<file path="config.mk">
export PLATFORM = sky130hd
export DESIGN_NAME = blinker_pattern_seq_flat
export DESIGN_NICKNAME = d
export VERILOG_FILES = /design/src/rtl/blinker_pattern_seq_if.sv /design/src/rtl/blinker_pattern_seq.sv /design/src/flat_wrapper.sv
export SDC_FILE = /design/constraint.sdc
export NUM_CORES = 1
export LEC_CHECK = 0
export ABC_AREA = 1
export CAP_MARGIN = 0
export CORE_MARGIN = 5
export CORE_UTILIZATION = 50
export DETAILED_ROUTE_END_ITERATION = 6
export PLACE_DENSITY = 0.77
export SLEW_MARGIN = 20
export SYNTH_ARGS = -nofsm -noshare
export SYNTH_HDL_FRONTEND = slang
export SYNTH_SLANG_ARGS = --single-unit
export TNS_END_PERCENT = 20
</file>
<file path="constraint.sdc">
create_clock -name system1000 -period 1.76 [get_ports system1000]
set_clock_uncertainty 0.15 [all_clocks]
set_input_delay 0.44 -clock system1000 [delete_from_list [all_inputs] [get_ports system1000]]
set_output_delay 0.44 -clock system1000 [all_outputs]
set_load 0.01 [all_outputs]
</file>
<file path="src/rtl/blinker_pattern_seq_if.sv">
// Pattern load channel: valid/ready handshake carrying pattern, hold and repeat fields.
interface blinker_pattern_seq_if #(
  parameter int IDX_W  = 4,
  parameter int HOLD_W = 4,
  parameter int REP_W  = 4
);
  localparam int PAT_W = 1 << IDX_W;

  logic              pat_valid_i;
  logic              pat_ready_o;
  logic [PAT_W-1:0]  pat_data_i;
  logic [HOLD_W-1:0] hold_i;
  logic [REP_W-1:0]  reps_i;

  modport master (
    output pat_valid_i, pat_data_i, hold_i, reps_i,
    input  pat_ready_o
  );

  modport slave (
    input  pat_valid_i, pat_data_i, hold_i, reps_i,
    output pat_ready_o
  );
endinterface

</file>
<file path="src/rtl/blinker_pattern_seq.sv">
// Blink pattern sequencer: plays a latched pattern one bit per (hold+1) ticks, (reps+1) times.
// state | meaning
// IDLE  | waiting for a pattern load
// RUN   | playing the pattern, advancing on tick_i
// DONE  | one-cycle completion pulse, then back to IDLE
module blinker_pattern_seq #(
  parameter int IDX_W  = 4,
  parameter int HOLD_W = 4,
  parameter int REP_W  = 4
) (
  input  logic                 system1000,
  input  logic                 system1000_rst,
  input  logic                 tick_i,
  input  logic                 abort_i,
  blinker_pattern_seq_if.slave pat_if,
  output logic                 led_o,
  output logic                 busy_o,
  output logic [IDX_W-1:0]     idx_o,
  output logic                 done_o
);
  localparam int PAT_W = 1 << IDX_W;
  localparam logic [IDX_W-1:0] IDX_LAST = IDX_W'(PAT_W - 1);

  typedef enum logic [1:0] {IDLE, RUN, DONE} state_t;

  state_t            state_q, state_d;
  logic [PAT_W-1:0]  pat_q, pat_d;
  logic [HOLD_W-1:0] hold_q, hold_d;
  logic [REP_W-1:0]  reps_q, reps_d;
  logic [IDX_W-1:0]  idx_q, idx_d;
  logic [HOLD_W-1:0] hold_cnt_q, hold_cnt_d;
  logic [REP_W-1:0]  rep_cnt_q, rep_cnt_d;

  always_ff @(posedge system1000) begin
    if (system1000_rst) begin
      state_q    <= IDLE;
      pat_q      <= '0;
      hold_q     <= '0;
      reps_q     <= '0;
      idx_q      <= '0;
      hold_cnt_q <= '0;
      rep_cnt_q  <= '0;
    end else begin
      state_q    <= state_d;
      pat_q      <= pat_d;
      hold_q     <= hold_d;
      reps_q     <= reps_d;
      idx_q      <= idx_d;
      hold_cnt_q <= hold_cnt_d;
      rep_cnt_q  <= rep_cnt_d;
    end
  end

  always_comb begin
    state_d    = state_q;
    pat_d      = pat_q;
    hold_d     = hold_q;
    reps_d     = reps_q;
    idx_d      = idx_q;
    hold_cnt_d = hold_cnt_q;
    rep_cnt_d  = rep_cnt_q;
    case (state_q)
      IDLE: begin
        if (pat_if.pat_valid_i) begin
          pat_d      = pat_if.pat_data_i;
          hold_d     = pat_if.hold_i;
          reps_d     = pat_if.reps_i;
          idx_d      = '0;
          hold_cnt_d = '0;
          rep_cnt_d  = '0;
          state_d    = RUN;
        end
      end
      RUN: begin
        // abort takes priority over a tick landing in the same cycle
        if (abort_i) begin
          state_d    = IDLE;
          idx_d      = '0;
          hold_cnt_d = '0;
          rep_cnt_d  = '0;
        end else if (tick_i) begin
          if (hold_cnt_q != hold_q) begin
            hold_cnt_d = hold_cnt_q + HOLD_W'(1);
          end else begin
            hold_cnt_d = '0;
            if (idx_q != IDX_LAST) begin
              idx_d = idx_q + IDX_W'(1);
            end else if (rep_cnt_q != reps_q) begin
              idx_d     = '0;
              rep_cnt_d = rep_cnt_q + REP_W'(1);
            end else begin
              state_d = DONE;
            end
          end
        end
      end
      DONE: begin
        state_d    = IDLE;
        idx_d      = '0;
        hold_cnt_d = '0;
        rep_cnt_d  = '0;
      end
      default: state_d = IDLE;
    endcase
  end

  assign pat_if.pat_ready_o = (state_q == IDLE);
  assign busy_o             = (state_q == RUN);
  assign done_o             = (state_q == DONE);
  assign led_o              = (state_q == RUN) && pat_q[idx_q];
  assign idx_o              = idx_q;
endmodule

</file>
<file path="src/flat_wrapper.sv">
// flat-port wrapper written by rule: the top's interface ports become plain ports
module blinker_pattern_seq_flat 
#(
  parameter int IDX_W  = 4,
  parameter int HOLD_W = 4,
  parameter int REP_W  = 4
)
  (system1000, system1000_rst, tick_i, abort_i, led_o, busy_o, idx_o, done_o, pat_if_pat_valid_i, pat_if_pat_data_i, pat_if_hold_i, pat_if_reps_i, pat_if_pat_ready_o);
  blinker_pattern_seq_if #(.IDX_W(IDX_W), .HOLD_W(HOLD_W), .REP_W(REP_W)) pat_if_i ();
  input  logic system1000;
  input  logic system1000_rst;
  input  logic tick_i;
  input  logic abort_i;
  output logic led_o;
  output logic busy_o;
  output logic [IDX_W-1:0] idx_o;
  output logic done_o;
  input wire logic [$bits(pat_if_i.pat_valid_i)-1:0] pat_if_pat_valid_i;
  input wire logic [$bits(pat_if_i.pat_data_i)-1:0] pat_if_pat_data_i;
  input wire logic [$bits(pat_if_i.hold_i)-1:0] pat_if_hold_i;
  input wire logic [$bits(pat_if_i.reps_i)-1:0] pat_if_reps_i;
  output wire logic [$bits(pat_if_i.pat_ready_o)-1:0] pat_if_pat_ready_o;
  assign pat_if_i.pat_valid_i = pat_if_pat_valid_i;
  assign pat_if_i.pat_data_i = pat_if_pat_data_i;
  assign pat_if_i.hold_i = pat_if_hold_i;
  assign pat_if_i.reps_i = pat_if_reps_i;
  assign pat_if_pat_ready_o = pat_if_i.pat_ready_o;
  blinker_pattern_seq #(.IDX_W(IDX_W), .HOLD_W(HOLD_W), .REP_W(REP_W)) u_core (.system1000(system1000), .system1000_rst(system1000_rst), .tick_i(tick_i), .abort_i(abort_i), .pat_if(pat_if_i), .led_o(led_o), .busy_o(busy_o), .idx_o(idx_o), .done_o(done_o));
endmodule
</file>
== Word level (Yosys, flattened, before mapping) ==
Cells that the tools add are included.

* Output and inout bits: 8
* Bits in registers: 38
* Word-level logic and storage cells: 57

* Mux-type cells: 26
* Reductions and logical operators: 8
* Equal/unequal tests: 12
* Add/subtract/negate cells: 3
* Order comparisons: 1

{| class="wikitable"
|+ Operators with widths
! cell !! count
|-
| 4-bit 2-to-1 mux || 14
|-
| 4-bit case mux with 3 select lines || 3
|-
| 4-bit by 1-bit adder with 4-bit output, second input constant || 3
|-
| 2-bit 2-to-1 mux || 6
|-
| 3-bit != test, second input constant || 4
|-
| 5-bit AND reduction || 2
|-
| 4-bit != test || 2
|-
| 6-bit AND reduction || 1
|-
| 4-bit by 5-bit < comparator with 1-bit output, second input constant || 1
|-
| 1-bit binary-select mux with 4-bit select || 1
|-
| 4-bit by 2-bit != test with 1-bit output, second input constant || 1
|-
| 4-bit != test, second input constant || 1
|-
| 2-bit case mux with 2 select lines || 1
|-
| 3-bit by 2-bit != test with 1-bit output, second input constant || 1
|-
| 3-bit AND reduction || 1
|-
| 3-bit nonzero test || 1
|-
| 2-bit by 1-bit equality test with 1-bit output, second input constant || 1
|-
| 2-bit equality test, second input constant || 1
|-
| 2-bit logical NOT || 1
|-
| 2-bit != test, second input constant || 1
|-
| 2-bit AND reduction || 1
|-
| 1-bit logical AND || 1
|-
| 1-bit 2-to-1 mux || 1
|}

== Logic depth before layout (Yosys ltp) ==
* Depth after elaboration: 7
* Depth in mapped cells: 11
* Gate-level depth less buffers: 11

== Worst setup path after synthesis ==
Ideal clock, no wire load.

* Path type: reg2out
* Start point: register u_core.idx_q[1], in the netlist u_core.idx_o[1]
* End point: output port led_o
* Arrival time: 1.295 ns
* Buffers on the path: 1
* Data required time: 1.170 ns
* Stages on the path, launching flop included: 8
* Path slack: -0.125 ns
* Path through: dfxtp_1 clkbuf_1 inv_1 nor2_1 o21ai_0 o211ai_1 o211ai_1 a21oi_1

* Word-level cells in the longest chain between the ends: 3

{| class="wikitable"
|+ Ends and longest elaborated chain
! item !! RTL line !! source
|-
| from (decl) || blinker_pattern_seq.sv:30 || <nowiki>logic [IDX_W-1:0] idx_q, idx_d;</nowiki>
|-
| from (signal assigned) || blinker_pattern_seq.sv:48 || <nowiki>idx_q <= idx_d;</nowiki>
|-
| 1-bit binary-select mux with 4-bit select || blinker_pattern_seq.sv:110 || <nowiki>assign led_o = (state_q == RUN) && pat_q[idx_q];</nowiki>
|-
| 1-bit 2-to-1 mux (implied by the code) || blinker_pattern_seq.sv:110 ||
|-
| 1-bit logical AND || blinker_pattern_seq.sv:110 ||
|-
| to (decl) || flat_wrapper.sv:14 || <nowiki>output logic led_o;</nowiki>
|}

No other way between the ends. The select of a mux whose other input is x is not followed.

== Worst setup path after layout ==
* Start point: register u_core.idx_q[0], in the netlist u_core.idx_o[0]
* End point: output port led_o

The elaborated chain is that of the path after synthesis.

==> reports/metrics.json <==
{
  "run_status": {
    "result_of_the_run": "complete, but fails checks",
    "failed_checks": "negative setup slack"
  },
  "global_route": {
    "first_global_vias": 1806,
    "antenna_found_initial": 0,
    "grt-ovfl-total": 0,
    "maximum_number_of_pins_on_one_net_before_global_route_repair": 35,
    "global_route.usage.total_pct": 18.41,
    "grt_pass1_wl_mm": 7.686
  },
  "yosys": {
    "synth-edff-count": 0,
    "synth_cells": 295,
    "synth_sequential_area_ratio_pct": 38.38,
    "postSynth.asyncResetShare_pct": 0,
    "synth.cell_area_um2": 1982,
    "syn_nets": 327,
    "synth-seq-cells": 38,
    "yosys_warnings": 0,
    "ys_types": 31,
    "postSynthAreaPerCell_um2": 6.718,
    "postSynth.topFlopCell": "sky130_fd_sc_hd__dfxtp_1"
  },
  "clock_tree": {
    "cts_hold_repair.buffers": 0,
    "clkLatencyLatePin_ps": 300,
    "clock-sinks": 38,
    "tritoncts.num_buffers": 5,
    "cts_post_setup_buffers_inserted": 0,
    "clock_tree_from_tritoncts": "yes",
    "cts_max_level": 2,
    "path_clk_slew_ps": 80,
    "cts_root_buffer": "sky130_fd_sc_hd__clkbuf_8",
    "clock_tree.buffer_depth": 2
  },
  "worst_setup_path": {
    "slowest_delay_ps": 370,
    "timing.rr.end": "u_core.rep_cnt_q[3]$_SDFFE_PP0P_",
    "ff2ff_path_depth": 12,
    "worstPathCellList": "buf_12 -> nor2_2 -> nor2_1 -> o21ai_1 -> nand2_1 -> o211ai_1 -> a21oi_2 -> buf_2",
    "worstSetupEndpointType": "primary output",
    "critPathMaxFanout": 8,
    "worst-r2r-setup-slack_ps": 50,
    "critPathArrivalTime_ps": 1470,
    "critPathSlowestCell": "sky130_fd_sc_hd__dfxtp_4",
    "start_kind": "flip-flop",
    "worstPathRequired_ps": 1170,
    "critical_path_class": "reg2out",
    "rr_startpoint": "u_core.idx_o[0]$_SDFFE_PP0P_"
  },
  "timing": {
    "setup_viol": 1,
    "fmax_mhz": 484.4,
    "timing.final.crit_share_pct": 117.3,
    "max_slew_margin_pct": 77.37,
    "setup_slack_ps": -304.6,
    "max_slew.worst_pin.slew_ps": 336.4,
    "min_period_ps": 2065,
    "final_hold_viol_count": 0,
    "slew_viol_final": 0,
    "timing.hold.ws_ps": 319.4,
    "grt_setup_unrepaired": "yes"
  },
  "routing": {
    "drt_pass1_iterations": 4,
    "route.detailed.vias_per_inst": 4.910,
    "drtAntennaViolNets": 0,
    "post_drt_wl_per_cell_um": 11.33,
    "detail_route.drc_violations": 0,
    "dr_total_vias": 1969,
    "routed_wl_mm": 4.542,
    "initialDrtViolationCount": 126
  },
  "power_and_ir_drop": {
    "ir_drop_mv": 0.5457,
    "p_clk_share_pct": 31.3,
    "power.share.sequential_pct": 42.2,
    "power.internal_mw": 1.656,
    "static-leakage-power_nw": 1.217,
    "swShare_pct": 30.15,
    "net-switching-power_mw": 0.7147,
    "power.density_cell_area_nw_per_um2": 866.7,
    "comb_power_share_pct": 26.5
  },
  "min_path": {
    "hold_path_end": "u_core.reps_q[1]$_SDFFE_PP0P_",
    "hold_depth": 2,
    "min-delay-path-class": "reg2reg",
    "hold_path_startpoint": "u_core.reps_q[1]$_SDFFE_PP0P_"
  },
  "finish": {
    "design.final.nets": 384,
    "areaGrowthSynthToFinish_pct": 38.00,
    "layout.core_utilization_pct": 73.06,
    "num_antenna_cells": 0,
    "layout_cell_share_with_drive_strength_beyond_1_pct": 21.81,
    "mostFrequentLayoutCell": "sky130_fd_sc_hd__nor2_1",
    "post_route_non_filler_standard_cell_count": 401,
    "final_cell_mix": "sky130_fd_sc_hd__nor2_1, sky130_fd_sc_hd__nand2_1, sky130_fd_sc_hd__dfxtp_1"
  },
  "job": {
    "max_cap_violations": 0
  },
  "floorplanning": {
    "dieArea_um2": 5323,
    "floorplan.io_pins": 37,
    "placeableCoreArea_um2": 3744,
    "die-width_um": 72.96,
    "die_h_um": 72.96,
    "rows": 22,
    "initial_core_utilization_pct": 52.94
  },
  "place": {
    "post-place-cells": 393,
    "place.gp.congestion": 0.8703,
    "dp_hpwl_mm": 3.439,
    "place.port_buffers": 36
  }
}
## state kept, by name, summed over array words and instances, names as in the netlist
signal	cells
u_core.state_q	2
u_core.hold_q	4
u_core.idx_o	4
u_core.rep_cnt_q	4
u_core.pat_q	16
u_core.reps_q	4
u_core.hold_cnt_q	4
## metrics by stage
step                power (mW)  worst slack [ps]  setup TNS (ps)  area (µm²)
global route             2.511            -405.2          -835.2        2735
CTS                      2.379            -312.4          -313.4        2701
floorplan                1.379             10.80               0        1992
detailed placement       1.636            -426.7           -2758        2566
finish                   2.371            -304.6          -304.6        2735
global placement         1.618            -403.5           -2259        2566
## synthesized netlist by cell type, types with 4 or more instances
| cell type | number | area (µm²) |
|---|---|---|
| sky130_fd_sc_hd__dfxtp_1 | 38 | 760.7 |
| sky130_fd_sc_hd__nor2_4 | 4 | 45.04 |
| sky130_fd_sc_hd__inv_2 | 4 | 15.01 |
| sky130_fd_sc_hd__o211ai_1 | 4 | 30.03 |
| sky130_fd_sc_hd__nand4_1 | 4 | 25.02 |
| sky130_fd_sc_hd__o21ai_0 | 35 | 175.2 |
| sky130_fd_sc_hd__clkbuf_1 | 6 | 22.52 |
| sky130_fd_sc_hd__nor2_1 | 68 | 255.2 |
| sky130_fd_sc_hd__nand3_1 | 9 | 45.04 |
| sky130_fd_sc_hd__nand2_1 | 59 | 221.5 |
| sky130_fd_sc_hd__a21oi_1 | 12 | 60.06 |
| sky130_fd_sc_hd__inv_1 | 24 | 90.09 |
| sky130_fd_sc_hd__nand2_2 | 4 | 25.02 |
## power groups by stage
stage	sequential, mW	combinational (mW)	clock (mW)
floorplan	1.00	0.378	0
global placement	1.01	0.604	0
detailed placement	1.02	0.619	0
CTS	1.00	0.620	0.759
global route	1.01	0.709	0.792
finish	1.00	0.628	0.742
## what timing repair did
| item | CTS | global route |
|---|---|---|
| endpoints found under the setup margin | 17 | 14 |
| pin swaps | 6 | 7 |
| hold endpoints to repair | 0 | 0 |
| gates resized for setup | 33 | 13 |
## layer usage
| metal | wire, µm | global-route usage, % | up-vias |
|---|---|---|---|
| met5 | 0 | 0 | - |
| met1 | 2129 | 22.06 | 866 |
| li1 | - | - | 1057 |
| met3 | 221 | 3.306 | 7 |
| met4 | 70 | 8.607 | 0 |
| met2 | 2121 | 31.66 | 39 |
## logic make-up after synthesis
group,after synthesis,share of synthesized area [%]
compound gates,55,14.96
xor+xnor,1,0.4420
fa+ha+maj,3,1.894
buf+inv,41,9.216
flops,38,38.38
simple gates,157,35.10
## worst max path at each step
stage,start,end,slack [ps],cells after the start
after floorplan,u_core.idx_o[1]$_SDFFE_PP0P_,led_o,10,7
after global placement,u_core.idx_o[0]$_SDFFE_PP0P_,led_o,-400,6
after detailed placement,u_core.idx_o[0]$_SDFFE_PP0P_,led_o,-430,8
after CTS,u_core.idx_o[0]$_SDFFE_PP0P_,led_o,-310,8
after global routing,u_core.idx_o[0]$_SDFFE_PP0P_,led_o,-410,8
final,u_core.idx_o[0]$_SDFFE_PP0P_,led_o,-300,8
## worst max-delay path: cells and delay by family (launching register included)
kind            cells  cell delay [ps]
flops               1              370
simple gates        3              190
buf+inv             2              270
compound gates      3              360
## cell type report
class / count / area, µm²
fillers: 319 / 1008
clock inverters: 3 / 45.04
multi-input cells: 216 / 1099
repair buffers: 61 / 570.5
well taps: 48 / 60.06
flip-flops and latches: 38 / 773.2
inverters: 30 / 118.9
clock buffers: 5 / 68.82
No activity file was read; power rests on OpenSTA's default activity.
